<file path="src/rtl/spi_sensor_reader_pkg.sv">
// Shared definitions for the SPI sensor reader: FSM states, default SPI timing
// and a counter-width helper that never returns a zero-width vector.
package spi_sensor_reader_pkg;

  typedef enum logic [2:0] {
    IDLE,
    CS_SETUP,
    SHIFT,
    CS_HOLD,
    DONE
  } state_e;

  localparam int DEF_CLK_DIV       = 2;
  localparam int DEF_SAMPLE_PERIOD = 50000;
  localparam int DEF_FRAME_BITS    = 16;
  localparam int SAMPLE_W          = 16;

  function automatic int cnt_width(input int n);
    return (n > 1) ? $clog2(n) : 1;
  endfunction

endpackage

</file>
<file path="src/rtl/spi_clk_gen.sv">
// SCLK half-period generator: counts CLK_DIV cycles per phase while running and
// toggles a registered SCLK level at the end of each phase when asked to.
module spi_clk_gen
  import spi_sensor_reader_pkg::*;
#(
  parameter int CLK_DIV = DEF_CLK_DIV
) (
  input  logic clk,
  input  logic rst,
  input  logic run_i,
  input  logic toggle_en_i,
  output logic phase_end_o,
  output logic sclk_o
);

  localparam int CW = cnt_width(CLK_DIV);

  logic [CW-1:0] cnt_q, cnt_d;
  logic          sclk_q, sclk_d;

  always_comb begin
    phase_end_o = run_i && (cnt_q == CW'(CLK_DIV - 1));
    cnt_d       = cnt_q + CW'(1);
    if (!run_i || phase_end_o) begin
      cnt_d = '0;
    end
    // SCLK falls back to idle-low whenever the frame is not running
    sclk_d = sclk_q;
    if (!run_i) begin
      sclk_d = 1'b0;
    end else if (toggle_en_i && phase_end_o) begin
      sclk_d = ~sclk_q;
    end
  end

  always_ff @(posedge clk) begin
    if (rst) begin
      cnt_q  <= '0;
      sclk_q <= 1'b0;
    end else begin
      cnt_q  <= cnt_d;
      sclk_q <= sclk_d;
    end
  end

  assign sclk_o = sclk_q;

endmodule

</file>
<file path="src/rtl/spi_sensor_reader.sv">
// Mode-0 SPI master that periodically reads one frame from an external sensor
// and presents the right-aligned sample with a one-cycle ready pulse.
module spi_sensor_reader
  import spi_sensor_reader_pkg::*;
#(
  parameter int CLK_DIV       = DEF_CLK_DIV,
  parameter int SAMPLE_PERIOD = DEF_SAMPLE_PERIOD,
  parameter int FRAME_BITS    = DEF_FRAME_BITS
) (
  input  logic                clk,
  input  logic                rst,
  input  logic                enable,
  input  logic                spi_miso,
  output logic                spi_sclk,
  output logic                spi_cs_n,
  output logic [SAMPLE_W-1:0] sensor_out,
  output logic                sensorready
);

  localparam int TW = cnt_width(SAMPLE_PERIOD);
  localparam int BW = cnt_width(FRAME_BITS);

  state_e                state_q, state_d;
  logic [TW-1:0]         timer_q, timer_d;
  logic                  pending_q, pending_d;
  logic [SAMPLE_W-1:0]   shift_q, shift_d;
  logic [BW-1:0]         bit_q, bit_d;
  logic [SAMPLE_W-1:0]   sensor_q, sensor_d;
  logic                  cs_n_q, cs_n_d;
  logic                  ready_q, ready_d;
  logic                  miso_meta_q, miso_sync_q;

  logic phase_end;
  logic sclk;
  logic run;
  logic expire;
  logic start;
  logic high_end;
  logic last_bit;

  assign run = (state_q == CS_SETUP) || (state_q == SHIFT) || (state_q == CS_HOLD);

  spi_clk_gen #(
    .CLK_DIV(CLK_DIV)
  ) u_clk_gen (
    .clk        (clk),
    .rst        (rst),
    .run_i      (run),
    .toggle_en_i(state_q == SHIFT),
    .phase_end_o(phase_end),
    .sclk_o     (sclk)
  );

  always_comb begin
    expire   = enable && (timer_q == TW'(SAMPLE_PERIOD - 1));
    start    = (state_q == IDLE) && pending_q && enable;
    high_end = (state_q == SHIFT) && phase_end && sclk;
    last_bit = high_end && (bit_q == BW'(FRAME_BITS - 1));
  end

  always_ff @(posedge clk) begin
    if (rst) begin
      state_q <= IDLE;
      cs_n_q  <= 1'b1;
      ready_q <= 1'b0;
    end else begin
      state_q <= state_d;
      cs_n_q  <= cs_n_d;
      ready_q <= ready_d;
    end
  end

  always_comb begin
    state_d = state_q;
    unique case (state_q)
      IDLE:     if (start)     state_d = CS_SETUP;
      CS_SETUP: if (phase_end) state_d = SHIFT;
      SHIFT:    if (last_bit)  state_d = CS_HOLD;
      CS_HOLD:  if (phase_end) state_d = DONE;
      DONE:                    state_d = IDLE;
      default:                 state_d = IDLE;
    endcase
  end

  // Decoded from the next state so the flopped pins line up with state_q
  always_comb begin
    cs_n_d  = !((state_d == CS_SETUP) || (state_d == SHIFT) || (state_d == CS_HOLD));
    ready_d = (state_d == DONE);
  end

  // A new expiry wins over the clear so nothing is lost on the start cycle
  always_comb begin
    timer_d = timer_q;
    if (enable) begin
      timer_d = expire ? '0 : timer_q + TW'(1);
    end
    pending_d = expire | (pending_q & ~start);

    shift_d = shift_q;
    bit_d   = bit_q;
    if (start) begin
      shift_d = '0;
      bit_d   = '0;
    end else if (high_end) begin
      shift_d = {shift_q[SAMPLE_W-2:0], miso_sync_q};
      bit_d   = bit_q + BW'(1);
    end

    sensor_d = (state_d == DONE) ? shift_q : sensor_q;
  end

  always_ff @(posedge clk) begin
    if (rst) begin
      timer_q     <= '0;
      pending_q   <= 1'b0;
      shift_q     <= '0;
      bit_q       <= '0;
      sensor_q    <= '0;
      miso_meta_q <= 1'b0;
      miso_sync_q <= 1'b0;
    end else begin
      timer_q     <= timer_d;
      pending_q   <= pending_d;
      shift_q     <= shift_d;
      bit_q       <= bit_d;
      sensor_q    <= sensor_d;
      miso_meta_q <= spi_miso;
      miso_sync_q <= miso_meta_q;
    end
  end

  assign spi_sclk    = sclk;
  assign spi_cs_n    = cs_n_q;
  assign sensor_out  = sensor_q;
  assign sensorready = ready_q;

endmodule

</file>
<file path="config.mk">
export PLATFORM = sky130hd
export DESIGN_NAME = spi_sensor_reader
export DESIGN_NICKNAME = d
export VERILOG_FILES = /design/src/rtl/spi_sensor_reader_pkg.sv /design/src/rtl/spi_clk_gen.sv /design/src/rtl/spi_sensor_reader.sv
export SDC_FILE = /design/constraint.sdc
export NUM_CORES = 1
export LEC_CHECK = 0
export ABC_AREA = 1
export ABC_CLOCK_PERIOD_IN_PS = 2150
export BUFFER_PORTS_ARGS = -buffer_cell sky130_fd_sc_hd__buf_2
export CAP_MARGIN = 25
export CELL_PAD_IN_SITES_DETAIL_PLACEMENT = 1
export CELL_PAD_IN_SITES_GLOBAL_PLACEMENT = 1
export CORE_AREA = 2 2 113 60
export CTS_CLUSTER_SIZE = 12
export DETAILED_ROUTE_END_ITERATION = 8
export DIE_AREA = 0 0 115 62
export GPL_ROUTABILITY_DRIVEN = 0
export GPL_TIMING_DRIVEN = 0
export PLACE_DENSITY = 0.86
export SYNTH_ARGS = -nofsm -noshare
export SYNTH_HDL_FRONTEND = slang
export SYNTH_SLANG_ARGS = --single-unit
</file>
<file path="constraint.sdc">
create_clock -name clk -period 2.15 [get_ports clk]
set_clock_uncertainty 0.2 [all_clocks]
set_input_delay 0.5375 -clock clk [delete_from_list [all_inputs] [get_ports clk]]
set_output_delay 0.5375 -clock clk [all_outputs]
set_load 0.05 [all_outputs]
</file>
==> impl_metrics.toml <==
[floorplanning]
pin_count = 23
initial_core_util = 0.402
rows = 21
die_y_um = 62
core_mm2 = 0.00631
die_x_um = 115
dieArea_mm2 = 0.00713

[global_route]
grt_overflow = 0
grtUsageMet1 = 0.271
antenna_found_initial = 0
grtUsageMet3 = 0.0553
grt_start_max_net_pins = 11
grt_busiest_layer = "met2"
use_met2 = 0.292
grt_first_pass_wirelength_um = 10500
grt_usage = 0.195
grt_pass1_vias = 2207

[cts]
post_cts_buffers = 0
clk_latency_ns = 0.32
clkTransAtPathRegs_ns = 0.05
cts_sinks = 62
cts.repair.resized = 0
cts_tree = "built"
htree_levels = 3
clockBufferDepth = 2
clockRootBuffer = "clkbuf_16"
cts_buffers = 9
postCtsHoldBufs = 0

[pwr]
ir_drop_mv = 0.444
power.density_mw_per_mm2 = 845
leakage_nw = 1.29

[min_path]
hp-class = "flip-flop to flip-flop"
hold_path_depth = 2

[setup_path]
reg2reg_depth = 8
crit_cells = 8
path_delay_family = "simple AND/OR/NAND/NOR gates"
required_ns = 2.20
critPathCaptureType = "flip-flop"
crit_chain = "ha_1, nand2_1, nor2_1, nand2_1, nor2_1, nor2_2, inv_1, a21oi_1"
cpPeakStageDelay_ns = 0.36
crit_type = "flip-flop to flip-flop"
cp.arrival_ns = 2.01
critPathBufInv = 1
crit_slowest_cell = "nor2_2"
critPathLaunchType = "flip-flop"
path_max_fanout = 10

[detailed_routing]
ant_nets = 0
via_count = 2312
wl_per_cell_um = 14.0
firstDrtPassIters = 4
drc_errors = 0
postRouteWirelength_um = 6540
via_per_inst = 4.95
dr.first_iter.drc_count = 123

[sta]
fmax_mhz = 510
finalHoldViolCount = 0
timing.final.crit_share = 0.912
worst_slack_ns = 0.189
setup_violations = 0
min_period_ns = 1.96
rsz0062_at_grt = "no"
fin_setup_tns_ns = 0
drv_slew = 0
slew_headroom = 0.652
tightest_slew_ns = 0.522

[layout]
mostFrequentLayoutCells = "85 x nand2_1, 67 x nor2_1, 62 x dfxtp_1"
area_growth_pct = 19.4
seqCellArea_mm2 = 0.00124
drive_above_1_share = 0.147
antenna_cells = 0
nNetsFinal = 388
num-fill-cells = 827
fin_area_mm2 = 0.00303
multi_input_area_mm2 = 0.00112
layout_commonest_cell = "nand2_1"

[status]
status = "finished, final reports clean"

[yosys]
synth_cells = 350
ys_seq_elements = 62
synth_area_per_cell_um2 = 7.25
ys_seq_area_frac = 0.489
syn-cell-area_mm2 = 0.00254
yosys_warnings = 0
synth_fp_nets = 356
ys_types = 25

[placement]
place_hpwl_um = 4760
port_buffers = 21
placed_area_mm2 = 0.00274
dp_slack_ns = 0.177

[flow_run]
maxCapViolations = 0
-- report_power, final --
group / total [W] / internal, W / switching (W)
clock network: 0.00136 / 0.000865 / 0.000491
logic: 0.0000448 / 0.0000103 / 0.0000345
registers: 0.00116 / 0.00116 / 0.00000378
total: 0.00256 / 0.00203 / 0.000529
-- layout make-up --
| type | count | area share |
|---|---|---|
| Clock inverter | 4 | 0.00661 |
| Multi-Input combinational cell | 246 | 0.371 |
| Tap cell | 80 | 0.0330 |
| Timing Repair Buffer | 21 | 0.0347 |
| Clock buffer | 12 | 0.0880 |
| Sequential cell | 62 | 0.410 |
| Inverter | 32 | 0.0405 |
| Buffer | 10 | 0.0165 |
-- registers in the layout, indices dropped and copies added (netlist names) --
| signal | count |
|---|---|
| sensor_out | 16 |
| spi_cs_n | 1 |
| timer_q | 16 |
| state_q | 3 |
| bit_q | 4 |
| miso_meta_q | 1 |
| sensorready | 1 |
| shift_q | 16 |
| u_clk_gen.sclk_o | 1 |
| pending_q | 1 |
| u_clk_gen.cnt_q | 1 |
| miso_sync_q | 1 |
-- cell usage after synthesis, drive strengths merged --
cell type / number / share of area
nand2: 86 / 0.13
nor2: 70 / 0.11
dfxtp: 62 / 0.49
inv: 32 / 0.048
a21oi: 27 / 0.053
o21ai: 23 / 0.045
nand3: 15 / 0.030
nor3: 13 / 0.039
buf: 6 / 0.014
clkbuf: 4 / 0.0059
nand4: 3 / 0.0074
ha: 2 / 0.0099
or2: 2 / 0.0049
xor2: 2 / 0.0069
a31oi: 1 / 0.0025
and2: 1 / 0.0025
nor3b: 1 / 0.0030
-- metrics by stage --
stage / hold slack, ns / cells / util / total power (W)
after floorplan: 0.188 / 350 / - / 0.00121
after global placement: 0.200 / 451 / 0.435 / 0.00123
after detailed placement: 0.198 / 451 / 0.435 / 0.00123
after CTS: 0.233 / 467 / 0.480 / 0.00259
after global routing: 0.250 / 467 / 0.480 / 0.00263
final: 0.230 / 467 / 0.480 / 0.00256
-- routing by layer --
layer / share of wire / vias up
met1: 0.54 / 1106
met2: 0.41 / 28
met5: 0 / -
met4: 0.011 / 0
li1: - / 1171
met3: 0.037 / 7
-- final timing paths --
| path | start | end | slack [ns] |
|---|---|---|---|
| worst max-delay path | timer_q[0]$_SDFFE_PP0P_ | timer_q[6]$_SDFFE_PP0P_ | 0.19 |
| worst min-delay path | miso_meta_q$_SDFF_PP0_ | miso_sync_q$_SDFF_PP0_ | 0.23 |
| worst max register to register | timer_q[0]$_SDFFE_PP0P_ | timer_q[6]$_SDFFE_PP0P_ | 0.19 |
| worst min register to register | miso_meta_q$_SDFF_PP0_ | miso_sync_q$_SDFF_PP0_ | 0.23 |
-- tightest hold or removal path: cells and delay by family, from the launching register on --
family / cells / cell delay [ns]
buffers and inverters: 1 / 0.05
DFF: 1 / 0.30
and+or+nand+nor: 1 / 0.04
-- cell families after synthesis --
logic type | share of synthesized area
AND/OR/NAND/NOR | 0.325
flip-flops | 0.489
AO/OA/AOI/OAI | 0.101
buffers and inverters | 0.0680
XOR/XNOR | 0.00690
adder cells (fa/ha/maj) | 0.00986
Note: power is estimated with default switching activity, not from simulation.
